File: src/rtl/exc_ctrl.sv
// Exception/interrupt sequencing controller for CP0: accept, drain, then one atomic commit.
// Optional internal COUNT/COMPARE timer on IP7 when EXC_TIMER_EN is defined.
module exc_ctrl (
    input  logic        clk,
    input  logic        rst,
    input  logic [5:0]  hw_irq,
    input  logic [1:0]  sw_ip,
    input  logic [7:0]  im,
    input  logic        ie,
    input  logic        exl,
    input  logic        erl,
    input  logic        bev,
    input  logic        sys_req,
    input  logic        brk_req,
    input  logic [31:0] req_pc,
    input  logic        eret,
    input  logic        pipe_ack,
    input  logic        cnt_wr,
    input  logic        cmp_wr,
    input  logic [31:0] wr_data,
    output logic        exc_ack,
    output logic        busy,
    output logic        flush_req,
    output logic        redirect,
    output logic [31:0] redirect_pc,
    output logic        epc_wr,
    output logic        cause_wr,
    output logic        exl_set,
    output logic [31:0] epc_data,
    output logic [4:0]  exc_code,
    output logic [7:0]  ip_out,
    output logic [31:0] count,
    output logic [31:0] compare
);
    localparam logic [31:0] EXCEPTION_ENTRY = 32'h8000_0180;
    localparam logic [31:0] BOOT_ENTRY      = 32'hBFC0_0380;
    localparam logic [4:0]  CODE_INT = 5'd0, CODE_SYS = 5'd8, CODE_BP = 5'd9;

    typedef enum logic [1:0] {IDLE, DRAIN, COMMIT} state_t;

    state_t      state, state_nxt;
    logic        timer_ip;
    logic        irq_take;
    logic [4:0]  code_nxt;

    assign ip_out   = {hw_irq[5] | timer_ip, hw_irq[4:0], sw_ip};
    assign irq_take = ie & ~exl & ~erl & ~eret & (|(ip_out & im));
    assign code_nxt = sys_req ? CODE_SYS : (brk_req ? CODE_BP : CODE_INT);

    // Pulses are suppressed while rst is high so a reset never acks or commits.
    always_comb begin
        state_nxt = state;
        exc_ack   = 1'b0;
        flush_req = 1'b0;
        redirect  = 1'b0;
        case (state)
            IDLE: begin
                if (!rst && (sys_req || brk_req || irq_take)) begin
                    exc_ack   = 1'b1;
                    state_nxt = DRAIN;
                end
            end
            DRAIN: begin
                flush_req = 1'b1;
                if (pipe_ack) state_nxt = COMMIT;
            end
            COMMIT: begin
                redirect  = ~rst;
                state_nxt = IDLE;
            end
            default: state_nxt = IDLE;
        endcase
    end

    assign busy        = (state != IDLE);
    assign epc_wr      = redirect;
    assign cause_wr    = redirect;
    assign exl_set     = redirect;
    assign redirect_pc = (redirect && bev) ? BOOT_ENTRY : EXCEPTION_ENTRY;

    always_ff @(posedge clk) begin
        if (rst) begin
            state    <= IDLE;
            epc_data <= 32'd0;
            exc_code <= CODE_INT;
        end else begin
            state <= state_nxt;
            if (exc_ack) begin
                epc_data <= req_pc;
                exc_code <= code_nxt;
            end
        end
    end

`ifdef EXC_TIMER_EN
    // Match raises timer_ip one cycle later; a COMPARE write wins over a match.
    always_ff @(posedge clk) begin
        if (rst) begin
            count    <= 32'd0;
            compare  <= 32'hFFFF_FFFF;
            timer_ip <= 1'b0;
        end else begin
            count <= cnt_wr ? wr_data : count + 32'd1;
            if (cmp_wr) begin
                compare  <= wr_data;
                timer_ip <= 1'b0;
            end else if (count == compare) begin
                timer_ip <= 1'b1;
            end
        end
    end
`else
    logic unused_timer;
    assign unused_timer = ^{cnt_wr, cmp_wr, wr_data};
    assign count    = 32'd0;
    assign compare  = 32'd0;
    assign timer_ip = 1'b0;
`endif

endmodule

File: config.mk
export PLATFORM = sky130hd
export DESIGN_NAME = exc_ctrl
export DESIGN_NICKNAME = d
export VERILOG_FILES = /design/src/rtl/exc_ctrl.sv
export SDC_FILE = /design/constraint.sdc
export NUM_CORES = 1
export LEC_CHECK = 0
export ABC_AREA = 1
export BUFFER_PORTS_ARGS = -buffer_cell sky130_fd_sc_hd__buf_2
export CORE_MARGIN = 2
export CORE_UTILIZATION = 30
export DETAILED_ROUTE_END_ITERATION = 10
export HOLD_SLACK_MARGIN = 0.06
export PLACE_DENSITY_LB_ADDON = 0.15
export SYNTH_ARGS = -nofsm -noshare
export SYNTH_HDL_FRONTEND = slang
export SYNTH_SLANG_ARGS = --single-unit
export TNS_END_PERCENT = 50
File: constraint.sdc
create_clock -name clk -period 1.3 [get_ports clk]
set_clock_uncertainty 0.05 [all_clocks]
set_input_delay 0 -clock clk [delete_from_list [all_inputs] [get_ports clk]]
set_output_delay 0 -clock clk [all_outputs]
set_load 0.005 [all_outputs]
==> impl_metrics.csv <==
group,metric,value,unit
clocking,htree_levels,2,
outcome,status,"complete, but fails checks",
timing,period_needed,1.35,ns
global_route,grt.overflow.total,0,
routing,wl_per_cell,9.81,um
global_route,track_usage,0.111,
timing,layout_setup_ws,-0.0451,ns
synthesis,yosysTopAreaCellShare,0.331,
synthesis,synthTopCellsByArea,"buf_4 (33%), dfxtp_1 (29%), nand2_4 (9.6%)",
worst_setup_path,worst_ep_arrival_time,1.30,ns
routing,viasPerCell,3.69,
layout,drive_gt1_frac,0.446,
placed_design,dp_slack,-0.0255,ns
synthesis,synth_edf_count,0,
synthesis,synth_area_leader_cell,"buf_4",
routing,first_pass_iters,4,
worst_setup_path,slowest_stage,"dfxtp_2",
floorplan,dieHeight,94.8,um
floorplan,pin_count,240,
synthesis,synthArstFlopShare,0,
worst_setup_path,worstPathRequired,1.25,ns
synthesis,synth_seq_cells,36,
global_route,met2_usage,0.204,
floorplan,core_region_area,8090,um2
worst_setup_path,path_class,"reg2out",
synthesis,synth.distinct_cells,24,
worst_setup_path,critical_path_buf_inv_count,3,
pwr,irDropWorstVdd,0.463,mV
timing,holdWs,0.130,ns
global_route,grt_max_degree,35,
clocking,ctsRootBufferMaster,"clkbuf_8",
worst_setup_path,crit_family,"simple AND/OR/NAND/NOR gates",
worst_setup_path,start_kind,"flip-flop",
floorplan,start_util,0.306,
worst_setup_path,max_stage_delay,0.33,ns
synthesis,yosysMostFrequentCell,"buf_4",
global_route,grt_pass1_vias,1726,
synthesis,yosysWarnings,0,
placed_design,place.detailed.instances,489,
timing,finalMaxSlewViolations,0,
timing,finalHoldViolCount,0,
layout,nets,531,
placed_design,place_congestion,0.668,
clocking,clock_path_buffers,2,
timing,fin_crit_sh,1.03,
synthesis,yosysSeqAreaShare,0.291,
layout,fin_cells,544,
timing,fmax,743,MHz
clocking,path_clk_slew,0.07,ns
synthesis,avgSynthCellArea,8.44,um2
clocking,clock-sinks,36,
routing,finalWirelength,5.34,mm
worst_setup_path,crit_path_end_kind,"output pin",
pwr,power_density,943,nW/um2
timing,rsz0062_at_grt,"true",
floorplan,dieArea,8990,um2
layout,syn2layout_area_growth,38.2,%
global_route,antenna_found_initial,0,
floorplan,die_w,94.8,um
placed_design,io_buffers,115,
routing,drtIter0Drc,28,
pwr,leakage,1.87,nW
routing,drcViolationCount,0,
outcome,violations,"setup timing",
clocking,clock_latency,0.28,ns
timing,setup_viol,15,
synthesis,synth_area,2470,um2
synthesis,synthCells,293,
worst_setup_path,crit_path_max_fanout,4,
clocking,cts_buffers,5,
global_route,met3_usage,0.0295,
floorplan,rows,33,
synthesis,synth_commonest_cells,"buf_4 (109), nand2_1 (61), dfxtp_1 (36)",
routing,vias,2010,
job,cap_violations,0,
layout,antenna_cells,0,
routing,route.antenna.remaining_nets,0,
clocking,cts_tree,"built",
global_route,grt_pass1_wl,7.85,mm
global_route,top_usage_layer,"met2",
min_path,hold_class,"in2out",
layout,num-fill-cells,838,
global_route,grt_use_met1,0.128,
placed_design,place_hpwl,3.45,mm
synthesis,synth_ff_type,"dfxtp_1",
worst_setup_path,path_cells,"inv_2 > nand3_4 > nor2_4 > nand2_4 > nand2_8 > buf_12 > buf_6",
## power breakdown
| group | total (W) | internal [W] | switching (W) |
|---|---|---|---|
| clock network | 0.000864 | 0.000472 | 0.000391 |
| logic | 0.00105 | 0.000550 | 0.000505 |
| registers | 0.00131 | 0.00124 | 0.0000666 |
## cells in the final DEF, fill, tap and decap left out, drive strengths merged
cell type	count
conb	90
dfxtp	36
nand3	3
o211ai	1
nand3b	1
buf	130
inv	5
clkbuf	10
o21ai	34
nand2	83
dlygate4sd3	36
nor2	6
nor3	1
a21oi	1
and2	2
## layout make-up
type	instances	area, um2	area share
timing repair buffer	169	1250	0.367
inverter	5	18.8	0.00549
tap	105	131	0.0384
clock buffer	7	96.3	0.0282
multi-input combinational	222	1200	0.350
sequential	36	723	0.211
## per-stage QoR
stage	area [um2]	TNS, ns	total power [W]	util
after CTS	3310	-0.552	0.00321	0.409
after global routing	3420	-2.77	0.00345	0.423
final	3420	-0.324	0.00322	0.423
after floorplan	2800	0	0.00201	-
after global placement	2670	0	0.00209	0.329
after detailed placement	2670	-0.0813	0.00209	0.329
## cell families after synthesis
logic type | synth area share
AO/OA/AOI/OAI | 0.109
buffers and inverters | 0.380
flip-flops | 0.291
other | 0.00304
AND/OR/NAND/NOR | 0.216
## repair_timing
item	CTS	global route
hold endpoints to repair	36	0
pin swaps	5	3
setup buffers	6	3
resized for setup	19	13
hold buffers	36	0
endpoints found under the setup margin	37	46
gates cloned	3	3
## sequential cells by signal, summed over array words and instances (netlist names)
register  flops
epc_data     32
exc_code      2
state         2
## metal layers
metal  up-vias  routed length (um)  share of wire
li1       1005                   -              -
met1       902                2020           0.38
met2        98                2880           0.54
met3         5                 391          0.073
met4         0                  42         0.0079
met5         -                   0              0
## path summary, 6_finish.rpt
path / slack [ns] / depth (start not counted) / from / end
max: -0.05 / 7 / state[0] / exc_ack
min: 0.13 / 2 / hw_irq[2] / ip_out[4]
max reg2reg: -0.01 / 8 / state[0] / epc_data[12]
min reg2reg: 0.42 / 2 / epc_data[30] / epc_data[30]
## worst register-to-register path, stage by stage (launching register included)
cell,delay (ns)
dfxtp_2,0.33
inv_2,0.07
nand3_4,0.08
nor2_4,0.13
nand2_4,0.08
nand2_8,0.09
buf_12,0.14
clkbuf_16,0.17
o21ai_2,0.05
No activity file was read; power rests on OpenSTA's default activity.
